File: src/rtl/fetch_stage.sv
// Instruction-fetch stage: owns the fetch PC and the imem request handshake, and
// drives the IF/ID register. It absorbs memory wait states, stalls, flushes and redirects.
module fetch_stage #(
    parameter logic [31:0] RESET_PC  = 32'h0000_0000,
    parameter logic [31:0] NOP_INSTR = 32'h0000_0013
) (
    input  logic        clk,
    input  logic        rst,
    input  logic        stall_f,
    input  logic        stall_d,
    input  logic        flush_d,
    input  logic        pc_src_e,
    input  logic [31:0] pc_target_e,
    output logic        imem_req,
    output logic [31:0] imem_addr,
    input  logic        imem_ready,
    input  logic [31:0] imem_rdata,
    output logic [31:0] pc_f,
    output logic [31:0] instr_d,
    output logic [31:0] pc_d,
    output logic [31:0] pc_plus4_d,
    output logic        valid_d,
    output logic        busy_f
);

    localparam logic [1:0] ST_RUN  = 2'd0;
    localparam logic [1:0] ST_HOLD = 2'd1;
    localparam logic [1:0] ST_KILL = 2'd2;

    logic [1:0]  state_q, state_d;
    logic        req_pend_q, req_pend_d;
    logic [31:0] redir_q, redir_d;
    logic [31:0] fpc_q, fpc_d;
    logic [31:0] hb_instr_q, hb_instr_d;
    logic [31:0] hb_pc_q, hb_pc_d;
    logic [31:0] hb_pc4_q, hb_pc4_d;
    logic [31:0] ifid_instr_q, ifid_instr_d;
    logic [31:0] ifid_pc_q, ifid_pc_d;
    logic [31:0] ifid_pc4_q, ifid_pc4_d;
    logic        ifid_valid_q, ifid_valid_d;

    logic        accept;
    logic        waiting;
    logic [31:0] pc_plus4;
    logic        fwd_vld;
    logic [31:0] fwd_instr, fwd_pc, fwd_pc4;

    // Gating with rst lets the request drop the instant reset is asserted.
    assign imem_req  = !rst && (req_pend_q || (state_q == ST_RUN && !stall_f) || state_q == ST_KILL);
    assign imem_addr = fpc_q;
    assign pc_f      = fpc_q;
    assign accept    = imem_req && imem_ready;
    assign waiting   = imem_req && !imem_ready;
    assign pc_plus4  = fpc_q + 32'd4;
    assign busy_f    = (state_q != ST_RUN) || waiting;

    assign instr_d    = ifid_instr_q;
    assign pc_d       = ifid_pc_q;
    assign pc_plus4_d = ifid_pc4_q;
    assign valid_d    = ifid_valid_q;

    always_comb begin
        state_d    = state_q;
        redir_d    = redir_q;
        fpc_d      = fpc_q;
        hb_instr_d = hb_instr_q;
        hb_pc_d    = hb_pc_q;
        hb_pc4_d   = hb_pc4_q;
        req_pend_d = accept ? 1'b0 : (waiting ? 1'b1 : req_pend_q);
        fwd_vld    = 1'b0;
        fwd_instr  = imem_rdata;
        fwd_pc     = fpc_q;
        fwd_pc4    = pc_plus4;

        case (state_q)
            ST_RUN: begin
                if (pc_src_e) begin
                    // An unfinished request must keep its address, so park the target.
                    if (waiting) begin
                        redir_d = pc_target_e;
                        state_d = ST_KILL;
                    end else begin
                        fpc_d = pc_target_e;
                    end
                end else if (accept) begin
                    fpc_d = pc_plus4;
                    if (stall_d) begin
                        hb_instr_d = imem_rdata;
                        hb_pc_d    = fpc_q;
                        hb_pc4_d   = pc_plus4;
                        state_d    = ST_HOLD;
                    end else begin
                        fwd_vld = 1'b1;
                    end
                end
            end
            ST_HOLD: begin
                if (pc_src_e) begin
                    fpc_d   = pc_target_e;
                    state_d = ST_RUN;
                end else if (!stall_d) begin
                    fwd_vld   = 1'b1;
                    fwd_instr = hb_instr_q;
                    fwd_pc    = hb_pc_q;
                    fwd_pc4   = hb_pc4_q;
                    state_d   = ST_RUN;
                end
            end
            ST_KILL: begin
                if (pc_src_e) begin
                    redir_d = pc_target_e;
                end
                if (accept) begin
                    fpc_d   = pc_src_e ? pc_target_e : redir_q;
                    state_d = ST_RUN;
                end
            end
            default: state_d = ST_RUN;
        endcase

        ifid_instr_d = ifid_instr_q;
        ifid_pc_d    = ifid_pc_q;
        ifid_pc4_d   = ifid_pc4_q;
        ifid_valid_d = ifid_valid_q;
        if (flush_d) begin
            ifid_valid_d = 1'b0;
            ifid_instr_d = NOP_INSTR;
        end else if (!stall_d) begin
            if (fwd_vld) begin
                ifid_valid_d = 1'b1;
                ifid_instr_d = fwd_instr;
                ifid_pc_d    = fwd_pc;
                ifid_pc4_d   = fwd_pc4;
            end else begin
                ifid_valid_d = 1'b0;
                ifid_instr_d = NOP_INSTR;
            end
        end
    end

    always_ff @(posedge clk or posedge rst) begin
        if (rst) begin
            state_q      <= ST_RUN;
            req_pend_q   <= 1'b0;
            redir_q      <= 32'd0;
            fpc_q        <= RESET_PC;
            hb_instr_q   <= 32'd0;
            hb_pc_q      <= 32'd0;
            hb_pc4_q     <= 32'd0;
            ifid_instr_q <= NOP_INSTR;
            ifid_pc_q    <= 32'd0;
            ifid_pc4_q   <= 32'd0;
            ifid_valid_q <= 1'b0;
        end else begin
            state_q      <= state_d;
            req_pend_q   <= req_pend_d;
            redir_q      <= redir_d;
            fpc_q        <= fpc_d;
            hb_instr_q   <= hb_instr_d;
            hb_pc_q      <= hb_pc_d;
            hb_pc4_q     <= hb_pc4_d;
            ifid_instr_q <= ifid_instr_d;
            ifid_pc_q    <= ifid_pc_d;
            ifid_pc4_q   <= ifid_pc4_d;
            ifid_valid_q <= ifid_valid_d;
        end
    end

endmodule

File: config.mk
export PLATFORM = sky130hd
export DESIGN_NAME = fetch_stage
export DESIGN_NICKNAME = d
export VERILOG_FILES = /design/src/rtl/fetch_stage.sv
export SDC_FILE = /design/constraint.sdc
export NUM_CORES = 1
export LEC_CHECK = 0
export CAP_MARGIN = 20
export CORE_UTILIZATION = 45
export DETAILED_ROUTE_END_ITERATION = 12
export PLACE_DENSITY = 0.75
export SLEW_MARGIN = 0
export SYNTH_ARGS = -nofsm -noshare
export SYNTH_HDL_FRONTEND = slang
export SYNTH_SLANG_ARGS = --single-unit
File: constraint.sdc
create_clock -name clk -period 20.8 [get_ports clk]
set_input_delay 2.08 -clock clk [delete_from_list [all_inputs] [get_ports clk]]
set_output_delay 2.08 -clock clk [all_outputs]
set_load 0.02 [all_outputs]
=== Word level (Yosys, flattened, before mapping) ===
Cells that the tools add are included.

* Register bits: 260
* Bits in latches: 0
* RAM bits: 0
* Memory bits (read-only): 0
* Bits of input ports: 71
* Output and inout bits: 163
* Logic and storage cells: 84
* Memories kept: 0

* Add/sub/neg operators: 1
* $mul: 0
* Divide/modulo/power cells: 0
* Magnitude comparators: 0
* Equality and inequality tests: 12
* Shift-type cells: 0
* Mux-type cells: 37
* Bitwise logic cells: 3
* Reduce and logical (&&, ||, !) cells: 20

{| class="wikitable"
|+ Operators by type and width
! operator !! number
|-
| 32-bit two-way mux || 17
|-
| 32-bit case mux with 3 select lines || 1
|-
| 32-bit case mux with 2 select lines || 1
|-
| 32-bit by 3-bit adder with 32-bit output, second input constant || 1
|-
| 3-bit != test, second input constant || 5
|-
| 2-bit two-way mux || 7
|-
| 5-bit AND reduction || 2
|-
| 1-bit two-way mux || 9
|-
| 2-bit != test, second input constant || 4
|-
| 2-bit case mux with 3 select lines || 1
|-
| 3-bit AND reduction || 2
|-
| 2-bit nonzero test || 3
|-
| 1-bit logical AND || 4
|-
| 4-bit AND reduction || 1
|-
| 1-bit logical NOT || 3
|-
| 1-bit logical OR || 3
|-
| 1-bit inverter || 3
|-
| 3-bit nonzero test || 1
|-
| 2-bit by 1-bit equality test with 1-bit output, second input constant || 1
|-
| 2-bit equality test, second input constant || 1
|-
| 2-bit logical NOT || 1
|-
| 2-bit by 1-bit != test with 1-bit output, second input constant || 1
|-
| 1-bit case mux with 2 select lines || 1
|}

=== Depth between registers and ports, before layout ===
Gate-level depths: netlist of the first run.

* Depth in word-level cells: 12
* Mapped depth: 11
* Mapped depth without buffers: 7

=== Worst setup path before layout of the first run ===
OpenSTA, ideal clock, no wires.

* Kind: input to register
* Start point: in rst
* End point: reg fpc_q[8], in the netlist imem_addr[8]
* Arrival: 8,950 ps
* Setup slack: 11,754 ps
* Stages on the path: 7
* Buffers on the path: 2
* Cells stage by stage: inv_1 nand4b_1 o211ai_1 buf_2 buf_2 nand2_1 o31ai_1

* Word-level cells in the longest chain between the ends: 5

{| class="wikitable"
|+ RTL lines
! what !! line !! RTL
|-
| start: declaration || 8 || <nowiki>input logic rst,</nowiki>
|-
| 1-bit logical NOT (no line) (*) || n/a ||
|-
| 1-bit logical AND (*) || 49 || <nowiki>assign imem_req = !rst && (req_pend_q || (state_q == ST_RUN && !stall_f) || state_q == ST_KILL);</nowiki>
|-
| 1-bit logical AND, on equally long branches || 53, 52 ||
|-
| 3-bit != test (no line) / 2-bit != test (equally long branches) || n/a ||
|-
| 5-bit AND reduction (no line) (*) || n/a ||
|-
| end signal: assignment || 158 || <nowiki>fpc_q <= fpc_d;</nowiki>
|-
| end: declaration || 33 || <nowiki>logic [31:0] fpc_q, fpc_d;</nowiki>
|}

Mark *: on every way between the ends. The rest lies on a longest branch, timed or not.
A chain may end at the register's enable or synchronous reset.

=== Worst setup path in the final report of the first run ===
* Start point: in stall_f
* End point: out busy_f

* Word-level cells in the longest chain between the ends: 7

{| class="wikitable"
|+ RTL lines
! what !! line !! RTL
|-
| start: declaration || 9 || <nowiki>input logic stall_f,</nowiki>
|-
| 1-bit logical NOT || 49 ||
|-
| 1-bit logical AND || 49 ||
|-
| 1-bit logical OR (2 in a row) || 49 ||
|-
| 1-bit logical AND || 49 ||
|-
| 1-bit logical AND || 53 || <nowiki>assign waiting = imem_req && !imem_ready;</nowiki>
|-
| 1-bit logical OR || 55 || <nowiki>assign busy_f = (state_q != ST_RUN) || waiting;</nowiki>
|-
| end: declaration || 23 || <nowiki>output logic busy_f</nowiki>
|}

Every way passes these cells.

==> results of run 1 <==
[metrics by stage]
step           cells  setup slack [ps]  hold WS [ps]
3_5_place_dp    1690             14760           470
6_report        1742             14720           479
4_1_cts         1741             14740           483
3_3_place_gp    1690             14800           461
2_1_floorplan   1204             11650           449
5_1_grt         1742             14650           501
[critical path, stage by stage]
cell and delay (ps):
clkdlybuf4s50_1 430, nand2b_2 240, a211oi_2 370, and2b_1 240, inv_1 50, clkdlybuf4s50_1 590
[kinds of logic after synthesis]
family,Yosys count
AOI/OAI and AO/OA,304
muxes,134
adders and majority gates,5
and+or+nand+nor,334
DFF,256
xor gates and xnor gates,28
buffers and inverters,143
[flip-flops by register name, indices dropped and copies added, names as in the netlist]
name / flops
pc_plus4_d: 30
hb_instr_q: 32
valid_d: 1
state_q: 2
hb_pc4_q: 30
pc_d: 32
hb_pc_q: 32
req_pend_q: 1
redir_q: 32
imem_addr: 32
instr_d: 32
[power by group]
group	switching [W]	total (W)	internal [W]
combinational	0.000593	0.00111	0.000517
sequential	0.000210	0.000914	0.000705
clock	0.000202	0.000507	0.000306
total	0.00100	0.00253	0.00153
[how the worst max path moves through the flow]
stage	to	slack, ps	cells past startpoint
global placement	busy_f	14800	6
detailed placement	busy_f	14760	6
finish	busy_f	14720	6
floorplan	hb_instr_q[0]$_DFFE_PP0P_	11650	1
CTS	busy_f	14740	6
global route	busy_f	14650	6
[layer usage]
metal | up-vias | part of all wire (%)
met1 | 4891 | 42
met4 | 0 | 3.1
met3 | 63 | 7.4
met2 | 384 | 47
met5 | - | 0
li1 | 4515 | -
[layout make-up]
type                       count  area (um^2)  share of cell area, %
tap                          372          465                   2.95
multi-input combinational    805         5460                   34.6
clock buffer                  36          792                   5.02
sequential                   256         6410                   40.6
timing repair buffer         246         2440                   15.5
clock inverter                15          161                   1.02
inverter                      12         52.6                  0.333
[cell usage in the layout (no fill, tap or decap), types with 6 or more instances in the layout]
cell | netlist | final
o31ai_1 | 6 | 6
o21ai_0 | 96 | 96
a21o_1 | 9 | 9
mux2i_1 | 31 | 31
mux2_2 | 53 | 53
nand2_1 | 183 | 182
o211ai_1 | 12 | 12
a21oi_1 | 54 | 54
nand3_1 | 19 | 19
a221oi_1 | 13 | 13
a211oi_1 | 12 | 12
o22a_1 | 9 | 9
a22oi_1 | 13 | 13
nor3_1 | 8 | 8
clkbuf_16 | 0 | 29
xnor2_1 | 23 | 23
and4_1 | 7 | 7
a22o_1 | 6 | 6
o21a_1 | 9 | 8
dfrtp_1 | 253 | 253
nand4_1 | 8 | 8
buf_4 | 39 | 12
inv_1 | 12 | 11
mux2_4 | 50 | 50
clkinv_2 | 0 | 8
and3_1 | 6 | 6
clkdlybuf4s50_1 | 0 | 232
a31oi_1 | 44 | 44
nor2_1 | 72 | 71
==> flow_metrics.tcl, run 1 <==
set metrics [dict create \
    outcome "complete, no violations" \
    io_pins 234 \
    wire_per_inst_um 19.8 \
    antenna_cells 0 \
    firstDrtPassIters 5 \
    syn-num-nets 1280 \
    vias 9853 \
    grt_max_degree 145 \
    grt_overflow 0 \
    reg2reg_slack_ps 17700 \
    ys_ff_latch 256 \
    yosys.area_share.simple_pct 12.3 \
    clk_path_buf_depth 3 \
    die_x_um 169 \
    critical_path.max_fanout 4 \
    cts_buffers 28 \
    top_usage_layer "met2" \
    track_usage_pct 24.1 \
    synth_top_cell_by_area "dfrtp_1" \
    core_um2 27300 \
    setup_tns_ps 0 \
    rows 60 \
    async_flop_share_pct 100 \
    worstSetupPathType "in2out" \
    fin_util_pct 57.9 \
    final-hold-violation-count 0 \
    synth_most_common_cell "dfrtp_1" \
    r2r_cells 7 \
    drv_slew 0 \
    fin_worst_skew_ps 14.8 \
    synth_area_um2 12600 \
    cts_root_buf "clkbuf_16" \
    start_util_pct 46.3 \
    post_cts_buffers 0 \
    peakVddDrop_v 0.000127 \
    nFillCells 2301 \
    grt_pass1_vias 9565 \
    yosysUniqueCellTypes 64 \
    fmax_mhz 165 \
    final_cell_area_um2 15800 \
    cts.clk_slew.worst_paths_ps 60 \
    vias_per_cell 5.66 \
    yosys.area_share.adder_pct 0.496 \
    post_dp_cell_area_um2 14800 \
    met2_usage_pct 38.0 \
    drt_iter0_drc 897 \
    finalCritPeriodShare_pct 29.2 \
    port-buffer-count 233 \
    final_nets 1425 \
    dieArea_um2 28700 \
    fin_crit_ps 6080 \
    synth_compound_area_share_pct 15.2 \
    hpwl_mm 23.2 \
    use_met3_pct 4.41 \
    synthTopCellsByArea "dfrtp_1 (50%), mux2_4 (5.9%), nand2_1 (5.4%)" \
    maxSlewHeadroom_pct 23.6 \
    min_to "hb_pc4_q[14]$_DFFE_PP0P_" \
    gp_congestion 0.911 \
    ctsResizeCount 0 \
    reg2reg_to "pc_d[22]$_DFFE_PP0P_" \
    cts_tree "built" \
    synth_top_area_share_pct 50.1 \
    use_met1_pct 33.4 \
    route.detailed.drc 0 \
    antenna_found_initial 0 \
    yosys_warnings 0 \
    worstPathArrival_ps 4000 \
    syn_to_final_growth_pct 25.1 \
    timing.rr.start "state_q[1]$_DFFE_PP0P_" \
    required_ps 18720 \
    total_power_w 0.00253 \
    ys_top_cells_by_count "dfrtp_1 (253), nand2_1 (183), o21ai_0 (96)" \
    die_h_um 169 \
    synthFlopType "dfrtp_1" \
    synth_cells 1204 \
    leakage_nw 6.83 \
    worst_pin_slew_ps 1140 \
    maxCapViolations 0 \
    rsz0062_at_grt "no" \
    synth_top_family_by_area "compound AO/OA/AOI/OAI gates" \
    synth.avg_cell_area_um2 10.5 \
    grt_pass1_wl_mm 54.4 \
    start_kind "input pin" \
    hold_depth 2 \
    hold_start "hb_pc4_q[14]$_DFFE_PP0P_" \
    hp-class "reg2reg" \
    ant_nets 0 \
    h-tree-depth 1 \
    cts.sinks 256 \
    synth_xor_area_share_pct 1.94 \
    synthMuxAreaShare_pct 13.1 \
    powerDensity_nw_per_um2 160 \
    cts_hold_buf 0 \
    setup_viol 0 \
    wl_mm 34.5 \
    end_kind "output port" \
    synth-seq-area-share_pct 50.8 \
    crit_start "stall_f" \
    drive_gt1_share_pct 14.1 \
    synth_edf_count 0 \
    insertion_delay_ps 540 \
]
Note: power is estimated with default switching activity, not from simulation.
==> inputs of run 2 (changes only) <==
--- a/config.mk
+++ b/config.mk
@@ -8,7 +8,7 @@
 export CAP_MARGIN = 20
 export CORE_UTILIZATION = 45
 export DETAILED_ROUTE_END_ITERATION = 12
-export PLACE_DENSITY = 0.75
+export PLACE_DENSITY = 0.78
 export SLEW_MARGIN = 0
 export SYNTH_ARGS = -nofsm -noshare
 export SYNTH_HDL_FRONTEND = slang
==> constraint.sdc (replaced) <==
create_clock -name clk -period 5.4 [get_ports clk]
set_input_delay 0.54 -clock clk [delete_from_list [all_inputs] [get_ports clk]]
set_output_delay 0.54 -clock clk [all_outputs]
set_load 0.02 [all_outputs]
==> run 2 against run 1 <==
  * Critical path depth grew 1
  * Combinational power rose to 3.9 times the previous value
  * Largest power group unchanged
  * First-iteration DRC count rose by 15%
  * Core utilization grew 0.32 points
  * Global-route usage down 0.064 points
  * Clock power rose to 3.7 times the previous value
  * Critical path type is now reg2out
  * Count of clock-buffer cells in the layout up 7
  * Sequential share of layout area down 0.22 points
  * Clock skew decreased by 1.6 ps
  * Largest cell class unchanged
  * Highest routed layer unchanged
  * Cell area rose by 0.55%
  * Worst hold slack worse by 3.0 ps
==> flow_metrics.tcl, run 2 (same netlist as run 1, synthesis figures left out) <==
set metrics [dict create \
    vias 9920 \
    hpwl_mm 23.4 \
    start_util_pct 46.3 \
    core_um2 27300 \
    route.detailed.drc 0 \
    p_clk_share_pct 19.3 \
    total_power_w 0.00981 \
    critical_path.max_fanout 8 \
    maxSlewHeadroom_pct 31.8 \
    swShare_pct 40.0 \
    track_usage_pct 24.0 \
    ctsResizeCount 0 \
    cts.clk_slew.worst_paths_ps 60 \
    holdWs_ps 476 \
    final_common_cell "dfrtp_1" \
    cts_tree "built" \
    finalCritPeriodShare_pct 62.2 \
    dieArea_um2 28700 \
    ant_nets 0 \
    multiInputGateArea_um2 5590 \
    wire_per_inst_um 19.8 \
    wl_mm 34.5 \
    worstPathArrival_ps 2820 \
    grt_pass1_wl_mm 54.4 \
    vias_per_cell 5.70 \
    drv_slew 0 \
    maxCapViolations 0 \
    fmax_mhz 298 \
    seqPwrFrac_pct 36.3 \
    die_h_um 169 \
    fin_crit_ps 3360 \
    final_nets 1425 \
    worst_pin_slew_ps 1020 \
    outcome "complete, no violations" \
    layout.cells.non_filler 1741 \
    register_area_um2 6410 \
    leakage_nw 6.83 \
    setup_viol 0 \
    required_ps 4860 \
    cts_hold_buf 0 \
    insertion_delay_ps 530 \
    clk_path_buf_depth 3 \
    dp.cells 1692 \
    drt_iter0_drc 1032 \
    post_cts_buffers 0 \
    start_kind "flop" \
    grt_overflow 0 \
    setup_tns_ps 0 \
    final_cell_area_um2 15900 \
    grt_max_degree 181 \
    die_x_um 169 \
    end_kind "output port" \
    cts_root_buf "clkbuf_16" \
    h-tree-depth 1 \
    powerDensity_nw_per_um2 618 \
    firstDrtPassIters 6 \
    internal-power_w 0.00589 \
    antenna_cells 0 \
    grt_pass1_vias 9550 \
    antenna_found_initial 0 \
    layout_common_cells "dfrtp_1 (253), clkdlybuf4s50_1 (232), nand2_1 (181)" \
    drive_gt1_share_pct 15.7 \
    post_dp_cell_area_um2 15000 \
    r2r_cells 7 \
    rows 60 \
    gp_congestion 0.874 \
    power_switching_w 0.00393 \
    power_frac_comb_pct 44.4 \
    fin_worst_skew_ps 13.1 \
    rsz0062_at_grt "no" \
    worstSetupPathType "reg2out" \
    peakVddDrop_v 0.000301 \
    io_pins 234 \
    nFillCells 2320 \
    final-hold-violation-count 0 \
    hold_depth 2 \
    hp-class "reg2reg" \
    port-buffer-count 233 \
    cts_buffers 26 \
    cts.sinks 256 \
    syn_to_final_growth_pct 25.8 \
]
## run 2: power by group through the flow
stage               clock [W]  sequential [W]  combinational (W)
detailed placement          0         0.00356            0.00432
CTS                   0.00192         0.00353            0.00435
global placement            0         0.00352            0.00423
finish                0.00189         0.00356            0.00436
floorplan                   0         0.00360            0.00273
global route          0.00200         0.00365            0.00468
## run 2: routing by layer
metal,vias to the layer above,share of wire [%],GRT usage [%]
li1,4519,-,-
met5,-,0,0
met1,4955,44,34.9
met2,392,47,37.4
met3,54,7.1,3.73
met4,0,2.0,6.35
## run 2: final timing paths
path,from,to,slack [ps]
setup reg to reg,state_q[1]$_DFFE_PP0P_,instr_d[1]$_DFFE_PP1P_,2270
max in group asynchronous,rst,hb_instr_q[29]$_DFFE_PP0P_,3840
min in group asynchronous,rst,hb_pc4_q[2]$_DFFE_PP0P_,770
hold / removal,valid_d$_DFFE_PP0P_,valid_d$_DFFE_PP0P_,480
setup / recovery,state_q[0]$_DFFE_PP0P_,busy_f,2040
hold reg to reg,valid_d$_DFFE_PP0P_,valid_d$_DFFE_PP0P_,480
## run 2: layout make-up
type,instances,share of cell area [%]
clock buffer,43,5.26
inverter,12,0.307
multi-input combinational,805,35.2
timing repair buffer,248,15.4
sequential,256,40.4
clock inverter,5,0.473
tap,372,2.93
## run 2: worst max-delay path, stage by stage (launching register included)
cell             delay [ps]
dfrtp_1                 450
inv_1                   110
ha_1                    320
nand2b_2                160
a211oi_2                360
and2b_1                 250
inv_1                    60
clkdlybuf4s50_1         590
## run 2: per-stage QoR
stage                     util [%]  setup slack, ps
after CTS                     58.2             2030
after global placement        54.9             2080
final                         58.3             2040
after detailed placement      54.9             2050
after global routing          58.3             1900
after floorplan                  -             -424
==> inputs of run 3 (changes only) <==
==> constraint.sdc (replaced) <==
create_clock -name clk -period 3.05 [get_ports clk]
set_input_delay 0.305 -clock clk [delete_from_list [all_inputs] [get_ports clk]]
set_output_delay 0.305 -clock clk [all_outputs]
set_load 0.02 [all_outputs]
==> run 3 against run 2 <==
  * Core utilization increased by 0.90 points
  * Critical path depth is the same
  * Die area unchanged
  * Count of clock-buffer cells in the layout increased by 1
  * Largest cell class unchanged
  * Highest routed layer unchanged
==> flow_metrics.tcl, run 3 (same netlist as run 1, synthesis figures left out) <==
set metrics [dict create \
    final-hold-violation-count 0 \
    gp_congestion 0.870 \
    insertion_delay_ps 550 \
    end_kind "output port" \
    crit_cells 7 \
    setup_tns_ps 0 \
    port-buffer-count 233 \
    cts.clk_slew.worst_paths_ps 60 \
    grt_pass1_vias 9746 \
    internal-power_w 0.0107 \
    worstSetupPathType "reg2out" \
    timing.rr.start "state_q[0]$_DFFE_PP0P_" \
    leakage_nw 6.95 \
    start_kind "flop" \
    cts_buffers 28 \
    swShare_pct 39.6 \
    vias_per_cell 5.69 \
    wl_mm 35.0 \
    slowest_delay_ps 440 \
    peakVddDrop_v 0.000644 \
    finalCritPeriodShare_pct 91.7 \
    hpwl_mm 23.7 \
    worstPathArrival_ps 2490 \
    rows 60 \
    seqPwrFrac_pct 35.0 \
    cts_hold_buf 0 \
    powerDensity_nw_per_um2 1100 \
    layout_common_cells "dfrtp_1 (253), clkdlybuf4s50_1 (231), nand2_1 (181)" \
    final_common_cell "dfrtp_1" \
    reg2reg_to "redir_q[7]$_DFFE_PP0P_" \
    maxSlewHeadroom_pct 37.7 \
    hp-class "in2async" \
    crit_top_cell "inv_1" \
    drive_gt1_share_pct 16.5 \
    io_pins 234 \
    fin_worst_skew_ps 27.7 \
    clk_path_buf_depth 3 \
    route.detailed.drc 0 \
    track_usage_pct 24.4 \
    critical_path.max_fanout 8 \
    h-tree-depth 1 \
    final_nets 1440 \
    path_buf_inv 3 \
    worst_pin_slew_ps 935 \
    fin_crit_ps 2800 \
    wire_per_inst_um 19.9 \
    dp.cells 1705 \
    layout.cells.non_filler 1758 \
    required_ps 2740 \
    antenna_found_initial 0 \
    cts.sinks 256 \
    grt_max_degree 165 \
    vias 10000 \
    post_cts_buffers 0 \
    fmax_mhz 358 \
    antenna_cells 0 \
    drt_iter0_drc 1024 \
    reg2reg_slack_ps 530 \
    maxCapViolations 0 \
    outcome "complete, no violations" \
    dieArea_um2 28700 \
    rsz0062_at_grt "no" \
    setup_viol 0 \
    ant_nets 0 \
    cts_tree "built" \
    r2r_cells 7 \
    crit_start "state_q[0]$_DFFE_PP0P_" \
    drv_slew 0 \
    die_x_um 169 \
    cp_slowest_cell "dfrtp_1" \
    core_um2 27300 \
    cp_top_family "buffers and inverters" \
    syn_to_final_growth_pct 27.7 \
    firstDrtPassIters 6 \
    grt_overflow 0 \
    power_switching_w 0.00701 \
    ctsResizeCount 4 \
    power_frac_comb_pct 44.9 \
    start_util_pct 46.3 \
    grt_pass1_wl_mm 55.1 \
    cts_root_buf "clkbuf_16" \
    p_clk_share_pct 20.1 \
    die_h_um 169 \
    cp_cell_sequence "inv_1, ha_2, nand2b_2, a211oi_4, and2b_1, inv_1, dlygate4sd2_1" \
]
## run 3: changes by cell type in the layout (fill, tap and decap cells not counted), sizes merged
| cell | change |
|---|---|
| clkinvlp | +2 |
| clkinv | +1 |
| clkbuf | +1 |
| buf | +13 |
| dlygate4sd2 | +1 |
| clkdlybuf4s50 | -1 |
## run 3: worst min-delay path, delay by kind of cell
kind | cells | cell delay [ps]
buf+inv | 3 | 920
## run 3: worst max path at each step
stage	end	slack, ps
after detailed placement	busy_f	450
after global placement	busy_f	580
after global routing	busy_f	140
after floorplan	imem_addr[0]$_DFFE_PP0P_	-2520
final	busy_f	250
after CTS	busy_f	240
## run 3: through the flow
stage	worst slack [ps]	cell area, um^2	utilization [%]	total power (W)	hold slack [ps]
final	254	16100	59.2	0.0177	322
after global routing	139	16100	59.2	0.0187	357
after CTS	242	16100	59.1	0.0177	306
after detailed placement	446	15100	55.4	0.0141	471
after global placement	577	15100	55.4	0.0138	460
after floorplan	-2520	12900	-	0.0112	421
## run 3: final cells by class
| type | instances | area [um^2] |
|---|---|---|
| Tap cell | 372 | 465 |
| Multi-Input combinational cell | 805 | 5570 |
| Fill cell | 2234 | 11100 |
| Timing Repair Buffer | 261 | 2640 |
| Clock buffer | 44 | 892 |
| Clock inverter | 8 | 95.1 |
| Sequential cell | 256 | 6410 |
| Inverter | 12 | 48.8 |
## run 3: power groups by stage
stage | Sequential [W] | Combinational, W | Clock (W)
after floorplan | 0.00638 | 0.00478 | 0
after global placement | 0.00615 | 0.00768 | 0
after detailed placement | 0.00620 | 0.00788 | 0
after CTS | 0.00616 | 0.00794 | 0.00360
after global routing | 0.00636 | 0.00853 | 0.00376
final | 0.00620 | 0.00795 | 0.00355
## run 3: metal layers
metal | global-route usage, % | vias up | part of all wire [%]
li1 | - | 4542 | -
met1 | 33.0 | 5007 | 42
met2 | 39.2 | 385 | 48
met3 | 4.69 | 75 | 7.0
met4 | 8.54 | 0 | 3.4
met5 | 0 | - | 0
